## src/rtl/mem_arbiter_if.sv

```systemverilog
// Requester, memory-request and memory-response signals shared between the
// arbiter (slave view) and the surrounding requesters plus memory (master view).
interface mem_arbiter_if #(
  parameter int N          = 2,
  parameter int ADDR_WIDTH = 32,
  parameter int DATA_WIDTH = 32
);
  logic [N-1:0]            req_valid;
  logic [N-1:0]            req_ready;
  logic [N*ADDR_WIDTH-1:0] req_address;
  logic [N*DATA_WIDTH-1:0] req_data;
  logic [N-1:0]            req_write;
  logic [N-1:0]            rsp_valid;
  logic [N-1:0]            rsp_ready;
  logic [DATA_WIDTH-1:0]   rsp_data;
  logic [ADDR_WIDTH-1:0]   m_address;
  logic [DATA_WIDTH-1:0]   m_data;
  logic                    m_valid;
  logic                    m_write;
  logic                    m_ready;
  logic [DATA_WIDTH-1:0]   s_data;
  logic                    s_valid;
  logic                    s_ready;

  modport slave (
    input  req_valid, req_address, req_data, req_write, rsp_ready,
           m_ready, s_data, s_valid,
    output req_ready, rsp_valid, rsp_data, m_address, m_data, m_valid,
           m_write, s_ready
  );

  modport master (
    output req_valid, req_address, req_data, req_write, rsp_ready,
           m_ready, s_data, s_valid,
    input  req_ready, rsp_valid, rsp_data, m_address, m_data, m_valid,
           m_write, s_ready
  );
endinterface

```

## src/rtl/mem_arbiter.sv

```systemverilog
// Round-robin arbiter sharing one memory port among N requesters, one transaction
// in flight.  state | meaning: IDLE | arbitrate; REQ | m_* presented; RSP | await beat
module mem_arbiter #(
  parameter int N          = 2,
  parameter int ADDR_WIDTH = 32,
  parameter int DATA_WIDTH = 32
) (
  input  logic                 clock,
  input  logic                 reset,
  mem_arbiter_if.slave         bus,
  output logic [$clog2(N)-1:0] grant,
  output logic                 busy
);
  localparam int GW = $clog2(N);

  typedef enum logic [1:0] {IDLE, REQ, RSP} state_t;

  state_t                r_state;
  state_t                w_state_next;
  logic [GW-1:0]         r_last;
  logic [GW-1:0]         r_owner;
  logic                  r_m_valid;
  logic [ADDR_WIDTH-1:0] r_m_address;
  logic [DATA_WIDTH-1:0] r_m_data;
  logic                  r_m_write;
  logic                  w_found;
  logic [GW-1:0]         w_win;
  logic [GW-1:0]         w_cand;

  // Scan from the slot after the previous owner so it gets lowest priority.
  always_comb begin
    w_found = 1'b0;
    w_win   = '0;
    w_cand  = '0;
    for (int k = 1; k <= N; k++) begin
      w_cand = GW'((int'(r_last) + k) % N);
      if (!w_found && bus.req_valid[w_cand]) begin
        w_found = 1'b1;
        w_win   = w_cand;
      end
    end
  end

  always_ff @(posedge clock or negedge reset) begin
    if (!reset) r_state <= IDLE;
    else        r_state <= w_state_next;
  end

  always_comb begin
    w_state_next  = r_state;
    bus.req_ready = '0;
    bus.rsp_valid = '0;
    bus.s_ready   = 1'b0;
    bus.rsp_data  = '0;
    unique case (r_state)
      IDLE: begin
        if (w_found) begin
          bus.req_ready[w_win] = 1'b1;
          w_state_next         = REQ;
        end
      end
      REQ: begin
        if (r_m_valid && bus.m_ready) w_state_next = RSP;
      end
      RSP: begin
        bus.s_ready            = bus.rsp_ready[r_owner];
        bus.rsp_valid[r_owner] = bus.s_valid;
        bus.rsp_data           = bus.s_data;
        if (bus.s_valid && bus.rsp_ready[r_owner]) w_state_next = IDLE;
      end
      default: w_state_next = IDLE;
    endcase
  end

  always_ff @(posedge clock or negedge reset) begin
    if (!reset) begin
      r_m_valid   <= 1'b0;
      r_m_address <= '0;
      r_m_data    <= '0;
      r_m_write   <= 1'b0;
      r_owner     <= '0;
      r_last      <= GW'(N - 1);
    end else begin
      unique case (r_state)
        IDLE: begin
          if (w_found) begin
            r_m_address <= bus.req_address[int'(w_win) * ADDR_WIDTH +: ADDR_WIDTH];
            r_m_data    <= bus.req_data[int'(w_win) * DATA_WIDTH +: DATA_WIDTH];
            r_m_write   <= bus.req_write[w_win];
            r_m_valid   <= 1'b1;
            r_owner     <= w_win;
          end
        end
        REQ: begin
          if (r_m_valid && bus.m_ready) r_m_valid <= 1'b0;
        end
        RSP: begin
          if (bus.s_valid && bus.rsp_ready[r_owner]) r_last <= r_owner;
        end
        default: r_m_valid <= 1'b0;
      endcase
    end
  end

  assign bus.m_valid   = r_m_valid;
  assign bus.m_address = r_m_address;
  assign bus.m_data    = r_m_data;
  assign bus.m_write   = r_m_write;
  assign grant         = r_owner;
  assign busy          = (r_state != IDLE);
endmodule

```

## src/flat_wrapper.sv

```systemverilog
// flat-port wrapper written by rule: the top's interface ports become plain ports
module mem_arbiter_flat 
#(
  parameter int N          = 2,
  parameter int ADDR_WIDTH = 32,
  parameter int DATA_WIDTH = 32
)
  (clock, reset, grant, busy, bus_req_valid, bus_req_address, bus_req_data, bus_req_write, bus_rsp_ready, bus_m_ready, bus_s_data, bus_s_valid, bus_req_ready, bus_rsp_valid, bus_rsp_data, bus_m_address, bus_m_data, bus_m_valid, bus_m_write, bus_s_ready);
  mem_arbiter_if #(.N(N), .ADDR_WIDTH(ADDR_WIDTH), .DATA_WIDTH(DATA_WIDTH)) bus_i ();
  input  logic clock;
  input  logic reset;
  output logic [$clog2(N)-1:0] grant;
  output logic busy;
  input wire logic [$bits(bus_i.req_valid)-1:0] bus_req_valid;
  input wire logic [$bits(bus_i.req_address)-1:0] bus_req_address;
  input wire logic [$bits(bus_i.req_data)-1:0] bus_req_data;
  input wire logic [$bits(bus_i.req_write)-1:0] bus_req_write;
  input wire logic [$bits(bus_i.rsp_ready)-1:0] bus_rsp_ready;
  input wire logic [$bits(bus_i.m_ready)-1:0] bus_m_ready;
  input wire logic [$bits(bus_i.s_data)-1:0] bus_s_data;
  input wire logic [$bits(bus_i.s_valid)-1:0] bus_s_valid;
  output wire logic [$bits(bus_i.req_ready)-1:0] bus_req_ready;
  output wire logic [$bits(bus_i.rsp_valid)-1:0] bus_rsp_valid;
  output wire logic [$bits(bus_i.rsp_data)-1:0] bus_rsp_data;
  output wire logic [$bits(bus_i.m_address)-1:0] bus_m_address;
  output wire logic [$bits(bus_i.m_data)-1:0] bus_m_data;
  output wire logic [$bits(bus_i.m_valid)-1:0] bus_m_valid;
  output wire logic [$bits(bus_i.m_write)-1:0] bus_m_write;
  output wire logic [$bits(bus_i.s_ready)-1:0] bus_s_ready;
  assign bus_i.req_valid = bus_req_valid;
  assign bus_i.req_address = bus_req_address;
  assign bus_i.req_data = bus_req_data;
  assign bus_i.req_write = bus_req_write;
  assign bus_i.rsp_ready = bus_rsp_ready;
  assign bus_i.m_ready = bus_m_ready;
  assign bus_i.s_data = bus_s_data;
  assign bus_i.s_valid = bus_s_valid;
  assign bus_req_ready = bus_i.req_ready;
  assign bus_rsp_valid = bus_i.rsp_valid;
  assign bus_rsp_data = bus_i.rsp_data;
  assign bus_m_address = bus_i.m_address;
  assign bus_m_data = bus_i.m_data;
  assign bus_m_valid = bus_i.m_valid;
  assign bus_m_write = bus_i.m_write;
  assign bus_s_ready = bus_i.s_ready;
  mem_arbiter #(.N(N), .ADDR_WIDTH(ADDR_WIDTH), .DATA_WIDTH(DATA_WIDTH)) u_core (.clock(clock), .reset(reset), .bus(bus_i), .grant(grant), .busy(busy));
endmodule
```

## config.mk

```make
export PLATFORM = sky130hd
export DESIGN_NAME = mem_arbiter_flat
export DESIGN_NICKNAME = d
export VERILOG_FILES = /design/src/rtl/mem_arbiter_if.sv /design/src/rtl/mem_arbiter.sv /design/src/flat_wrapper.sv
export SDC_FILE = /design/constraint.sdc
export NUM_CORES = 1
export LEC_CHECK = 0
export BUFFER_PORTS_ARGS = -buffer_cell sky130_fd_sc_hd__buf_2
export CAP_MARGIN = 30
export CORE_AREA = 2 2 107 109
export CTS_CLUSTER_DIAMETER = 150
export CTS_CLUSTER_SIZE = 8
export DETAILED_ROUTE_END_ITERATION = 8
export DIE_AREA = 0 0 109 111
export MAX_ROUTING_LAYER = met4
export PLACE_DENSITY = 0.73
export SLEW_MARGIN = 10
export SYNTH_ARGS = -nofsm -noshare
export SYNTH_HDL_FRONTEND = slang
export SYNTH_SLANG_ARGS = --single-unit
```

## constraint.sdc

```tcl
create_clock -name clock -period 4.6 [get_ports clock]
set_clock_uncertainty 0.2 [all_clocks]
set_input_delay 0.46 -clock clock [delete_from_list [all_inputs] [get_ports clock]]
set_output_delay 0.46 -clock clock [all_outputs]
set_load 0.1 [all_outputs]
```

==> metrics.yaml <==
global_route:
  first_global_vias: 3634
  antenna_found_initial: 1
  gr-total-overflow: 0
  grt_pass1_wl_mm: 17.95
  grt_max_degree: 69
  grt_use_total_pct: 19.73
timing:
  timing.final.crit_share_pct: 64.07
  finalHoldViolCount: 0
  tightest_slew_ns: 0.7687
  setup_viol_count_final: 0
  slew_headroom_pct: 48.75
  layout_min_cycle_time_ns: 2.947
  max_freq_mhz: 339.3
  fin_setup_tns_ns: 0
  slew_violations: 0
  rsz0062_at_grt: "no"
final_layout:
  final_area_um2: 5106
  area_growth_pct: 52.33
  fill_cells: 1076
  drive_above_1_share_pct: 53.05
  postLayoutCoreUtil_pct: 46.10
  fin_nets: 723
yosys:
  syn_inst: 293
  async_flop_share_pct: 100.0
  dominantRegCellSynth: "dfrtp_1"
  syn_area_um2: 3352
  yosysSeqAreaShare_pct: 52.30
  synth_fp_nets: 463
  synth.ff_latch_count: 70
  synth_top_cell_by_area: "dfrtp_1"
  synth_edf_count: 0
  yosys.area.top_type_share_pct: 51.51
  yosys_warnings: 0
  yosys-top-cells-area: "dfrtp_1, a221o_1, and3_1"
  avgSynthCellArea_um2: 11.44
  synthDistinctLibCells: 27
setup_path:
  crit_fanout: 66
  worstSetupStartpointType: "register"
  worstReg2RegStart: "u_core.r_state[1]"
  worst-endpoint-arrival_ns: 2.29
  rr_endpoint: "u_core.bus.m_address[22]"
  rr_worst_depth: 5
  r2r_setup_slack_ns: 2.25
  critPathRequiredTime_ns: 3.94
  end_kind: "primary output"
  worst-setup-path-type: "reg -> out"
die:
  num_io_pins: 275
  die_w_um: 109
  chipHeight_um: 111
  fp-row-count: 39
  die_area_um2: 12100
  core_area_um2: 11080
  start_util_pct: 30.26
hold_path:
  min_from: "bus_req_address[27]"
  min_to: "u_core.bus.m_address[27]"
  hold_class: "in -> reg"
  whs_path_depth: 2
clocking:
  cts.root.buffer_cell: "clkbuf_16"
  tritoncts: "built"
  path_clk_slew_ns: 0.06
  cts_max_level: 3
  cts_resized: 0
  clock_path_buffers: 2
  clkSinkCount: 70
  cts_buffers: 9
  clock_latency_ns: 0.33
routing:
  route.detailed.drc: 0
  ant_nets: 0
  drtIter0Drc: 240
  num_vias: 3656
  vias_per_cell: 5.208
  wl_per_cell_um: 17.20
  first_pass_iters: 4
  drt_wl_total_mm: 12.08
flow_run:
  drv_cap: 0
placement:
  numPortBuffers: 274
  place.gp.congestion: 0.8922
  dpl_cell_area_um2: 4796
  dp_hpwl_mm: 8.586
run_status:
  status: "finished clean"
[registers in the layout (all words and copies together), names as in the netlist]
signal and cells:
u_core.grant 1, u_core.bus.m_address 32, u_core.bus.m_valid 1, u_core.bus.m_write 1, u_core.bus.m_data 32, u_core.r_state 2, u_core.r_last 1
[area by class of cell]
type | count | area [µm²] | share of cell area, %
flip-flops and latches | 70 | 1753 | 34.33
multi-input cells | 189 | 1444 | 28.28
repair buffers | 280 | 1419 | 27.79
clock buffers | 15 | 267.8 | 5.244
well taps | 143 | 178.9 | 3.504
clock inverters | 1 | 30.03 | 0.5881
inverters | 3 | 11.26 | 0.2205
diodes | 1 | 2.502 | 0.04901
[layout by cell type, fill, tap and decap left out, drive strengths merged]
master,count
a21boi,1
o22a,1
and3,66
mux2i,1
dfrtp,69
a21oi,1
o21ai,2
a31oi,1
nor2b,2
clkbuf,15
a221o,65
nand2b,2
nand2,4
diode,1
nand3b,1
nor2,5
a21o,1
nand3,1
dlygate4sd3,1
inv,3
bufinv,1
o22ai,2
and2,33
buf,279
dfstp,1
[worst max-delay path by stage]
| stage | start | end | slack, ns |
|---|---|---|---|
| after detailed placement | bus_req_valid[1] | bus_req_ready[0] | 2.00 |
| after floorplan | u_core.grant | bus_s_ready | 1.49 |
| after global placement | bus_req_valid[1] | bus_req_ready[0] | 2.04 |
| final | u_core.r_last | bus_req_ready[0] | 1.65 |
| after global routing | u_core.r_last | bus_req_ready[0] | 1.57 |
| after CTS | u_core.r_last | bus_req_ready[0] | 1.65 |
[per-stage QoR]
stage               worst slack, ns  hold slack [ns]  std cells
floorplan                     1.486         -0.03559        293
global placement              2.035           0.2918        684
detailed placement            2.003           0.2903        684
CTS                           1.651           0.1402        701
global route                  1.568           0.1491        702
finish                        1.653           0.1583        702
[synthesized netlist by cell type (2+ instances only)]
master and count:
nor2_1 4, clkbuf_1 19, o22ai_1 2, buf_6 5, dfrtp_1 69, and2_1 33
inv_1 3, nor2b_1 2, nand2_1 4, and3_1 65, a221o_1 65, buf_2 6
nand2b_1 2
[critical path: stages (launching register included)]
cell	delay, ns
dfstp_2	0.57
nand2b_1	0.12
and3_4	0.70
buf_2	0.55
[repair_timing]
item | in CTS | in global routing
hold buffers | 1 | 0
buffers inserted | 0 | 0
hold endpoints to repair | 1 | 0
[logic make-up after synthesis]
family	share of synthesized area (%)
simple gates	20.98
flops	52.30
buf+inv	5.188
compound gates	21.24
mux	0.2986
[routing by layer]
layer / GRT usage [%] / up-vias / wire length, µm
met1: 21.55 / 1767 / 4635
met4: 10.34 / 0 / 420
met5: - / - / 0
met3: 4.056 / 29 / 964
met2: 33.29 / 207 / 6058
li1: - / 1653 / -
Power is not shown: default switching activity piles up to over one toggle a cycle in this logic, so the estimate is an artifact.
